===== src/rtl/pong_video_pkg.sv =====
// pong_video_pkg: VGA 640x480@60 timing constants, colours and position snapshot type
package pong_video_pkg;
    localparam int H_ACTIVE = 640;
    localparam int H_FP     = 16;
    localparam int H_SYNC   = 96;
    localparam int H_TOTAL  = 800;
    localparam int V_ACTIVE = 480;
    localparam int V_FP     = 10;
    localparam int V_SYNC   = 2;
    localparam int V_TOTAL  = 525;
    typedef logic [2:0] rgb_t;
    localparam rgb_t RGB_BLACK = 3'b000;
    localparam rgb_t RGB_WHITE = 3'b111;
    localparam rgb_t RGB_RED   = 3'b100;
    localparam rgb_t RGB_GREEN = 3'b010;
    typedef struct packed {
        logic [9:0] bx;
        logic [9:0] by;
        logic [9:0] p1x;
        logic [9:0] p1y;
        logic [9:0] p2x;
        logic [9:0] p2y;
    } pos_t;
    // 11-bit compare so objects near 1023 clip instead of wrapping to 0
    function automatic logic hit(input logic [9:0] p, input logic [9:0] org, input int unsigned size);
        return {1'b0, p} >= {1'b0, org} && {1'b0, p} < {1'b0, org} + 11'(size);
    endfunction
endpackage


===== src/rtl/vga_timing.sv =====
// vga_timing: pixel-enable divider, h/v counters, raw syncs, active flag and snapshot strobe
module vga_timing
    import pong_video_pkg::*;
#(
    parameter int CLK_DIV = 2,
    parameter int VA      = V_ACTIVE,
    parameter int VFP     = V_FP,
    parameter int VSY     = V_SYNC,
    parameter int VT      = V_TOTAL
) (
    input  logic       clk,
    input  logic       rst,
    output logic       pe,
    output logic [9:0] hcnt,
    output logic [9:0] vcnt,
    output logic       hs,
    output logic       vs,
    output logic       active,
    output logic       snap
);
    logic [1:0] div;
    logic       h_last;
    assign pe     = div == 2'(CLK_DIV - 1);
    assign h_last = hcnt == 10'(H_TOTAL - 1);
    always_ff @(posedge clk) begin
        if (rst) begin
            div  <= '0;
            hcnt <= '0;
            vcnt <= '0;
        end else begin
            div <= pe ? 2'd0 : div + 2'd1;
            if (pe) begin
                hcnt <= h_last ? 10'd0 : hcnt + 10'd1;
                if (h_last)
                    vcnt <= vcnt == 10'(VT - 1) ? 10'd0 : vcnt + 10'd1;
            end
        end
    end
    assign hs     = !(hcnt >= 10'(H_ACTIVE + H_FP) && hcnt < 10'(H_ACTIVE + H_FP + H_SYNC));
    assign vs     = !(vcnt >= 10'(VA + VFP) && vcnt < 10'(VA + VFP + VSY));
    assign active = hcnt < 10'(H_ACTIVE) && vcnt < 10'(VA);
    assign snap   = pe && h_last && vcnt == 10'(VT - 1);
endmodule


===== src/rtl/pong_video_out.sv =====
// pong_video_out: per-frame position snapshot, Pong field renderer and registered VGA outputs
module pong_video_out
    import pong_video_pkg::*;
#(
    parameter int CLK_DIV = 2,
    parameter int BALL_SZ = 8,
    parameter int PAD_W   = 8,
    parameter int PAD_H   = 64,
    parameter int VA      = V_ACTIVE,
    parameter int VFP     = V_FP,
    parameter int VSY     = V_SYNC,
    parameter int VT      = V_TOTAL
) (
    input  logic       clk_clk,
    input  logic       reset_reset,
    input  logic [9:0] bx,
    input  logic [9:0] by,
    input  logic [9:0] p1x,
    input  logic [9:0] p1y,
    input  logic [9:0] p2x,
    input  logic [9:0] p2y,
    output logic       busy,
    output logic       frame_tick,
    output logic       vga_hs,
    output logic       vga_vs,
    output logic       vga_r,
    output logic       vga_g,
    output logic       vga_b
);
    logic       pe, hs_raw, vs_raw, active, snap;
    logic [9:0] hcnt, vcnt;
    pos_t       sh;
    logic       ball, pad1, pad2;
    rgb_t       colour;

    vga_timing #(.CLK_DIV(CLK_DIV), .VA(VA), .VFP(VFP), .VSY(VSY), .VT(VT)) u_timing (
        .clk(clk_clk),
        .rst(reset_reset),
        .pe(pe),
        .hcnt(hcnt),
        .vcnt(vcnt),
        .hs(hs_raw),
        .vs(vs_raw),
        .active(active),
        .snap(snap)
    );

    always_comb begin
        ball   = hit(hcnt, sh.bx, BALL_SZ) && hit(vcnt, sh.by, BALL_SZ);
        pad1   = hit(hcnt, sh.p1x, PAD_W) && hit(vcnt, sh.p1y, PAD_H);
        pad2   = hit(hcnt, sh.p2x, PAD_W) && hit(vcnt, sh.p2y, PAD_H);
        colour = !active ? RGB_BLACK : ball ? RGB_WHITE : pad1 ? RGB_RED : pad2 ? RGB_GREEN : RGB_BLACK;
    end

    // sync and colour share one register stage so they stay aligned
    always_ff @(posedge clk_clk) begin
        if (reset_reset) begin
            sh                    <= '0;
            {vga_r, vga_g, vga_b} <= RGB_BLACK;
            vga_hs                <= 1'b1;
            vga_vs                <= 1'b1;
            busy                  <= 1'b1;
            frame_tick            <= 1'b0;
        end else begin
            frame_tick <= snap;
            if (snap)
                sh <= '{bx: bx, by: by, p1x: p1x, p1y: p1y, p2x: p2x, p2y: p2y};
            if (pe) begin
                {vga_r, vga_g, vga_b} <= colour;
                vga_hs                <= hs_raw;
                vga_vs                <= vs_raw;
                busy                  <= vcnt < 10'(VA) || vcnt == 10'(VT - 1);
            end
        end
    end
endmodule

===== config.mk =====
export PLATFORM = sky130hd
export DESIGN_NAME = pong_video_out
export DESIGN_NICKNAME = d
export VERILOG_FILES = /design/src/rtl/pong_video_pkg.sv /design/src/rtl/vga_timing.sv /design/src/rtl/pong_video_out.sv
export SDC_FILE = /design/constraint.sdc
export NUM_CORES = 1
export LEC_CHECK = 0
export ABC_CLOCK_PERIOD_IN_PS = 3170
export CAP_MARGIN = 20
export CORE_MARGIN = 2
export CORE_UTILIZATION = 35
export DETAILED_ROUTE_END_ITERATION = 16
export SYNTH_ARGS = -nofsm -noshare
export SYNTH_HDL_FRONTEND = slang
export SYNTH_SLANG_ARGS = --single-unit

===== constraint.sdc =====
create_clock -name clk_clk -period 3.17 [get_ports clk_clk]
set_input_delay 0.4755 -clock clk_clk [delete_from_list [all_inputs] [get_ports clk_clk]]
set_output_delay 0.4755 -clock clk_clk [all_outputs]
set_load 0.02 [all_outputs]

==> results of run 1 <==
[metrics by stage]
| step | cell area, um^2 | hold WS, ns | cells | worst slack, ns |
|---|---|---|---|---|
| 4_1_cts | 7470 | 0.431 | 1075 | 0.625 |
| 3_3_place_gp | 7150 | 0.420 | 1059 | 0.648 |
| 6_report | 7470 | 0.424 | 1075 | 0.666 |
| 3_5_place_dp | 7150 | 0.421 | 1059 | 0.639 |
| 5_1_grt | 7470 | 0.461 | 1075 | 0.445 |
| 2_1_floorplan | 6260 | 0.404 | 782 | 0.891 |
[report_power, final]
group | switching [uW] | internal, uW | leakage [uW] | total [uW]
Clock | 468 | 712 | 0.000159 | 1180
Combinational | 89.3 | 118 | 0.00208 | 207
Sequential | 14.2 | 1130 | 0.000718 | 1150
[state kept, by name (all words and copies together), names as in the netlist]
| name | flops |
|---|---|
| u_timing.div | 2 |
| sh | 60 |
| u_timing.hcnt | 10 |
| busy | 1 |
| frame_tick | 1 |
| vga_r | 1 |
| u_timing.vcnt | 10 |
| vga_g | 1 |
| vga_b | 1 |
| vga_hs | 1 |
| vga_vs | 1 |
[per-layer routing]
metal,routed length (um),up-vias,GRT usage
met1,6950,2398,0.206
met2,7170,67,0.291
met3,550,10,0.0386
met5,0,-,0
met4,142,0,0.0346
li1,-,2805,-
[layout by cell type (no fill, tap or decap), types with 2 or more instances in the layout]
| cell | Yosys | routed |
|---|---|---|
| inv_1 | 70 | 70 |
| nor2_1 | 36 | 36 |
| nor2b_1 | 4 | 4 |
| nand4_1 | 9 | 9 |
| nor4_1 | 3 | 3 |
| o31ai_1 | 2 | 2 |
| o2111ai_1 | 3 | 3 |
| ha_1 | 108 | 108 |
| nand2_1 | 145 | 145 |
| o21ai_0 | 21 | 21 |
| nand3_1 | 25 | 25 |
| clkdlybuf4s50_1 | 0 | 67 |
| or2_2 | 4 | 4 |
| nand2b_1 | 16 | 15 |
| bufinv_16 | 0 | 2 |
| or3_2 | 2 | 2 |
| a211o_1 | 3 | 3 |
| clkbuf_16 | 0 | 9 |
| a31oi_1 | 8 | 8 |
| mux2i_1 | 2 | 2 |
| dfxtp_1 | 89 | 89 |
| nor3_1 | 10 | 10 |
| buf_4 | 2 | 9 |
| clkinv_2 | 0 | 2 |
| a21o_1 | 15 | 15 |
| a21oi_1 | 91 | 91 |
| o21a_1 | 3 | 3 |
| xor2_1 | 10 | 10 |
| xnor2_1 | 30 | 30 |
| o21bai_1 | 3 | 3 |
| and3_1 | 8 | 8 |
| a211oi_1 | 3 | 3 |
[how the worst max path moves through the flow]
stage,start,end,slack [ns]
after floorplan,sh[33],vga_g,0.89
after global placement,sh[45],vga_g,0.65
after detailed placement,sh[43],vga_g,0.64
after CTS,sh[43],vga_g,0.62
after global routing,sh[43],vga_g,0.44
final,sh[33],vga_g,0.67
[final cells by class]
type                            count  area (um^2)
Sequential cell                    89         1780
Timing Repair Buffer               78          763
Multi-Input combinational cell    596         4060
Inverter                           71          267
Fill cell                        1805         9950
Clock buffer                       11          243
Tap cell                          225          282
Clock inverter                      5         78.8
[cell families (layout without fill, tap and decap cells)]
family,Yosys count,count (layout),synth area share
simple gates,278,278,0.211
compound gates,168,168,0.161
fa+ha+maj,108,108,0.216
buf+inv,97,165,0.0687
flops,89,89,0.284
xor+xnor,40,40,0.0559
mux,2,2,0.00320
[worst reg2reg max path: cells and delay by family, from the launching register on]
kind / cells / cell delay (ns)
xor+xnor: 1 / 0.14
flops: 1 / 0.41
fa+ha+maj: 2 / 0.51
compound gates: 3 / 0.80
simple gates: 3 / 0.57
==> results.tsv, run 1 <==
metric	value	unit
area_growth	19.2	%
crit_type	register to register	
cts_tree	done	
grt_pass1_wl	24600	um
cp-end-kind	register	
cp_slowest_cell	dfxtp_1	
cts_hold_buf	0	
syn_inst	782	
crit_family	compound AO/OA/AOI/OAI gates	
path_cells	ha_1, and3_1, nand3_1, xnor2_1, ha_1, o2111ai_1, o41ai_1, and4b_1, o41ai_2	
root_buffer	clkbuf_16	
wirelength	14800	um
setup_tns	0	ns
insertedDiodeCount	0	
clock_latency	0.35	ns
required	3.43	ns
placement.io_buffers	68	
fin_total_pwr	2530	uW
grt_pass1_vias	5095	
crit_cells	9	
h-tree-depth	3	
drc_errors	0	
via_per_inst	4.91	
maxCapViolCount	0	
synthArstFlopShare	0	
fin_util	0.429	
cpPeakStageDelay	0.41	ns
cellLeakagePower	0.00295	uW
path_clk_slew	0.07	ns
min_path_cells	1	
cts.sinks	89	
drtPass1Iterations	4	
yosys_most_used_dff	dfxtp_1	
synth-seq-cells	89	
synth_area_leader_cell	dfxtp_1	
yosysTopAreaCellShare	0.284	
status	completed	
nNetsFinal	1015	
ir_drop	0.000244	V
drt-initial-drc-count	216	
cts.repair.resized	0	
yosysMostFrequentCell	nand2_1	
floorplan.die.height	138	um
critical_path_arrival	2.77	ns
final_max_slew_viol_count	0	
ant_nets	0	
max-slew-margin-rel	0.615	
tightest_slew	0.573	ns
rows	48	
start_kind	register	
yosys-top-cells-count	nand2_1 (145), ha_1 (108), a21oi_1 (91), dfxtp_1 (89), inv_1 (70)	
synth-edff-count	0	
postCtsSetupBuffers	0	
core	17400	um^2
grt_use_total	0.166	
fmax	0.399	GHz
path_common_cell	ha_1	
ys_warn_count	0	
start_util	0.360	
min_period_over_period	0.790	
hold_path_class	register to register	
syn_nets	952	
r2r_slack	0.67	ns
synth_area_leaders	dfxtp_1 (28%), ha_1 (22%), nand2_1 (8.7%)	
numCtsBuffers	9	
setup_viol	0	
gp_congestion	0.825	
synth_area_per_cell	8.01	um^2
ioPinCount	69	
synth-seq-area-share	0.284	
antenna_found_initial	0	
drive_gt1_frac	0.0518	
fin_skew	0.0105	ns
r2r_start	sh[33]	
avgRoutedWirePerCell	13.8	um
synth.distinct_cells	66	
fin_crit	2.50	ns
syn_area	6260	um^2
finalHoldViolCount	0	
reg2reg_depth	9	
hp-start	u_timing.div[0]	
clock_path_buffers	2	
grt_max_degree	35	
die-area	19000	um^2
r2r-end	vga_g	
vias	5280	
dieWidth	138	um
holdPathEnd	u_timing.div[0]	
grt.overflow.total	0	
p_per_area	339	nW/um^2
crit_fanout	6	
rsz0062_at_grt	false	
dpl.hpwl	11300	um
crit_buf_inv	0	
(Power assumes the default switching activity.)
==> run 2, diff against run 1 <==
ABC_CLOCK_PERIOD_IN_PS = 2300   (was 3170)
clock period = 2.3 ns   (was 3.17 ns; I/O delays follow)
==> results.tsv, run 2 (same netlist as run 1, synthesis figures left out) <==
metric	value	unit	change
core	17400	um^2	unchanged
holdPathEnd	u_timing.div[0]		
maxCapViolCount	0		unchanged
die-area	19000	um^2	unchanged
min_period_over_period	1.02		+0.232
min_path_cells	1		unchanged
start_kind	register		
h-tree-depth	3		unchanged
grt_pass1_wl	25500	um	+3.9%
r2r_slack	-0.05	ns	-0.72 ns
nNetsFinal	1067		+5.1%
via_per_inst	4.91		about the same
multi_input_area	4190	um^2	+3.2%
n_fill_cell	1733		-4.0%
p_per_area	433	nW/um^2	+28%
critical_path_arrival	2.60	ns	-0.17 ns
floorplan.die.height	138	um	unchanged
finalHoldViolCount	0		unchanged
largest_register_ffs	60		unchanged
wirelength	15600	um	+5.3%
placement.io_buffers	68		unchanged
status	finished, violations left		
reg2reg_depth	11		+2
numCtsBuffers	9		unchanged
hold_path_class	register to register		
rsz0062_at_grt	true		
rows	48		unchanged
grt_max_degree	37		+5.7%
antenna_found_initial	0		unchanged
timing.final.ws_setup	-0.0501	ns	-0.716 ns
tightest_slew	0.578	ns	+0.00583 ns
fmax	0.426	GHz	+6.5%
required	2.55	ns	-0.88 ns
area_growth	27.7	%	
grt.overflow.total	0		unchanged
dpl.hpwl	12000	um	+6.0%
start_util	0.360		unchanged
final_max_slew_viol_count	0		unchanged
drt-initial-drc-count	249		+15%
cellLeakagePower	0.00323	uW	+9.4%
grt_pass1_vias	5291		+3.8%
cp-end-kind	register		
dpl-instance-area	7490	um^2	+4.7%
crit_type	register to register		
drive_gt1_frac	0.132		+0.0805
avgRoutedWirePerCell	13.9	um	+0.63%
dieWidth	138	um	unchanged
clock_latency	0.35	ns	about the same
setup_viol	2		+2
insertedDiodeCount	0		unchanged
gp_congestion	0.860		+4.3%
final_common_cell	nand2_1		
grt_use_total	0.172		+0.00668
drtPass1Iterations	4		unchanged
cts_tree	done		
timing.hold.ws	0.435	ns	+0.0105 ns
top_regs	sh x60, u_timing.hcnt x10, u_timing.vcnt x10		
ir_drop	0.000346	V	+42%
crit_fanout	4		-2
ant_nets	0		unchanged
most-common-layout-cells	nand2_1 (144), ha_1 (106), a21oi_1 (89)		
clock_path_buffers	2		unchanged
r2r-end	vga_g		
fin_crit	2.35	ns	-0.154 ns
regMostFlops	sh		
design_area	8000	um^2	+7.1%
max-slew-margin-rel	0.614		-0.00155
ioPinCount	69		unchanged
violations	setup timing		
r2r_start	sh[54]		
cts.sinks	89		unchanged
drc_errors	0		unchanged
root_buffer	clkbuf_16		
regArea	1790	um^2	+0.70%
fin_total_pwr	3460	uW	+37%
hp-start	u_timing.div[0]		
path_clk_slew	0.07	ns	about the same
fin_skew	0.00950	ns	-0.000948 ns
vias	5521		+4.6%
-- run 2: cell count changes in the layout (fill, tap and decap cells not counted), sizes merged --
cell      delta
buf         +52
clkbuf       -2
clkinv       -2
clkinvlp     +1
inv          +1
-- run 2: layout make-up --
| cell class | instances | area share |
|---|---|---|
| Tap cell | 225 | 0.0352 |
| Clock inverter | 5 | 0.0102 |
| Sequential cell | 89 | 0.224 |
| Clock buffer | 9 | 0.0282 |
| Multi-Input combinational cell | 596 | 0.523 |
| Timing Repair Buffer | 130 | 0.146 |
| Inverter | 71 | 0.0333 |
-- run 2: worst max path at each step --
stage,from,endpoint
2_1_floorplan,sh[33],vga_g
3_3_place_gp,sh[53],vga_g
3_5_place_dp,sh[33],vga_g
4_1_cts,sh[53],vga_g
5_1_grt,sh[43],vga_g
6_report,sh[54],vga_g
-- run 2: per-stage QoR --
step / setup slack (ns) / utilization / TNS (ns) / instances
3_3_place_gp: -0.0510 / 0.430 / -0.0510 / 1104
6_report: -0.0501 / 0.459 / -0.0670 / 1125
2_1_floorplan: 0.0206 / - / 0 / 782
5_1_grt: -0.182 / 0.459 / -0.359 / 1125
4_1_cts: -0.0611 / 0.458 / -0.0748 / 1125
3_5_place_dp: -0.114 / 0.430 / -0.131 / 1104
-- run 2: routing by layer --
| metal | up-vias | track usage | routed length, um |
|---|---|---|---|
| met5 | - | 0 | 0 |
| met4 | 0 | 0.0346 | 177 |
| met3 | 14 | 0.0353 | 467 |
| met2 | 63 | 0.309 | 7750 |
| met1 | 2532 | 0.213 | 7200 |
| li1 | 2912 | - | - |
-- run 2: timing repair --
action,CTS,global route
hold buffers,0,0
setup buffers,7,0
resized for setup,27,7
endpoints found under the setup margin,3,4
pin swaps,22,7
-- run 2: where the power goes --
part           internal, uW  total (uW)  switching (uW)
Sequential             1560        1580            17.1
Clock                   942        1580             640
Combinational           176         307             131
-- run 2: worst max-delay path, stage by stage, from the launching register on --
cell	delay [ns]
dfxtp_4	0.37
and3_4	0.19
nand3_4	0.07
xnor2_1	0.13
ha_1	0.29
a21o_1	0.16
a211o_1	0.32
o221a_2	0.24
o31ai_2	0.06
nand4_1	0.16
a21o_1	0.21
o41ai_2	0.04
==> run 3, diff against run 2 <==
CORE_UTILIZATION = 45   (was 35)
PLACE_DENSITY = 0.69   (was default)
RECOVER_POWER = 50   (was default)
==> results.tsv, run 3 (same netlist as run 1, synthesis figures left out) <==
metric	value	unit	change
critical_path_arrival	2.61	ns	about the same
area_growth	23.5	%	
min_period_over_period	1.02		-0.00448
floorplan.die.height	122	um	-11%
p_per_area	424	nW/um^2	-2.1%
core	13700	um^2	-21%
start_util	0.457		+0.0969
fmax	0.427	GHz	+0.44%
fin_crit	2.34	ns	-0.0103 ns
rsz0062_at_grt	true		
drc_errors	0		unchanged
cts.sinks	89		unchanged
final_max_slew_viol_count	0		unchanged
grt_pass1_vias	5394		+1.9%
maxCapViolCount	0		unchanged
insertedDiodeCount	0		unchanged
most-common-layout-cells	nand2_1 (145), ha_1 (106), a21oi_1 (91)		
crit_fanout	3		-1
final_common_cell	nand2_1		
timing.final.ws_setup	-0.0398	ns	+0.0103 ns
ioPinCount	69		unchanged
via_per_inst	5.12		+4.4%
vias	5501		-0.36%
h-tree-depth	3		unchanged
top_regs	sh x60, u_timing.hcnt x10, u_timing.vcnt x10		
grt_pass1_wl	24800	um	-2.8%
setup_viol	1		-1
dieWidth	122	um	-11%
fin_total_pwr	3280	uW	-5.3%
gp_congestion	0.868		+0.90%
ir_drop	0.000464	V	+34%
die-area	14900	um^2	-22%
tightest_slew	0.564	ns	-0.0142 ns
cp-end-kind	register		
root_buffer	clkbuf_16		
nNetsFinal	1059		-0.75%
start_kind	register		
pre_cts_ws	-0.116	ns	-0.00114 ns
fin_skew	0.00820	ns	-0.00131 ns
placement.io_buffers	68		unchanged
grt_max_degree	42		+14%
regMostFlops	sh		
path_clk_slew	0.07	ns	about the same
ant_nets	0		unchanged
drt-initial-drc-count	190		-24%
finalHoldViolCount	0		unchanged
fin_util	0.564		+0.105
max-slew-margin-rel	0.623		+0.00951
drtPass1Iterations	6		+2
path_cells	ha_4, and3_4, nand3_2, xnor2_1, ha_1, a211o_1, o221a_2, o31ai_2, nand4_1, a21o_1, o41ai_2		
cellLeakagePower	0.00315	uW	-2.6%
clock_path_buffers	2		unchanged
wirelength	14900	um	-4.5%
cts_tree	done		
numCtsBuffers	9		unchanged
largest_register_ffs	60		unchanged
cp_slowest_cell	dfxtp_4		
clock_latency	0.36	ns	about the same
antenna_found_initial	0		unchanged
avgRoutedWirePerCell	13.9	um	about the same
required	2.57	ns	+0.02 ns
hold_path_class	primary input to register		
drive_gt1_frac	0.106		-0.0260
violations	setup timing		
dpl.hpwl	11500	um	-4.3%
status	finished, violations left		
rows	43		-10%
n_fill_cell	1327		-23%
crit_type	register to register		
grt.overflow.total	0		unchanged
cpPeakStageDelay	0.37	ns	about the same
grt_use_total	0.211		+0.0392
## run 3: where the power goes
part / switching (uW) / internal, uW
clock: 628 / 787
sequential: 19.2 / 1560
combinational: 124 / 165
## run 3: layout make-up
class | instances | area (um^2) | share of cell area
multi-input cells | 596 | 4100 | 0.530
flip-flops and latches | 89 | 1790 | 0.232
repair buffers | 122 | 1070 | 0.139
inverters | 71 | 267 | 0.0344
clock buffers | 13 | 260 | 0.0336
well taps | 180 | 225 | 0.0291
clock inverters | 3 | 15.0 | 0.00194
## run 3: worst max-delay path, delay by kind of cell (launching register included)
family / cells / cell delay, ns
AOI/OAI and AO/OA: 5 / 0.89
and+or+nand+nor: 3 / 0.43
adders and majority gates: 2 / 0.43
DFF: 1 / 0.37
xor gates and xnor gates: 1 / 0.13
## run 3: repair_timing
action / in CTS / in global routing
pin swaps: 11 / 3
hold buffers: 0 / 0
setup buffers: 3 / 0
gates resized for setup: 15 / 2
endpoints found under the setup margin: 3 / 3
cloned: 0 / 0
## run 3: per-layer routing
| layer | vias to the layer above | global-route usage | wire length [um] |
|---|---|---|---|
| met3 | 22 | 0.0482 | 526 |
| li1 | 2904 | - | - |
| met4 | 0 | 0.0776 | 412 |
| met1 | 2493 | 0.250 | 6830 |
| met2 | 82 | 0.373 | 7130 |
| met5 | - | 0 | 0 |
## run 3: final timing paths
| path | end | slack (ns) | from | cells past startpoint |
|---|---|---|---|---|
| hold reg to reg | u_timing.div[0] | 0.42 | u_timing.div[0] | 1 |
| setup reg to reg | vga_g | -0.04 | sh[54] | 11 |
| hold / removal | u_timing.hcnt[4] | 0.37 | reset_reset | 2 |
| setup / recovery | vga_g | -0.04 | sh[54] | 11 |
## run 3: stage by stage
step / hold WS, ns / instance area [um^2] / cells / TNS [ns]
global placement: 0.423 / 7400 / 1055 / -0.0355
CTS: 0.367 / 7760 / 1074 / -0.0377
floorplan: 0.404 / 6260 / 782 / 0
global route: 0.416 / 7740 / 1074 / -0.912
detailed placement: 0.421 / 7400 / 1055 / -0.163
finish: 0.371 / 7740 / 1074 / -0.0398
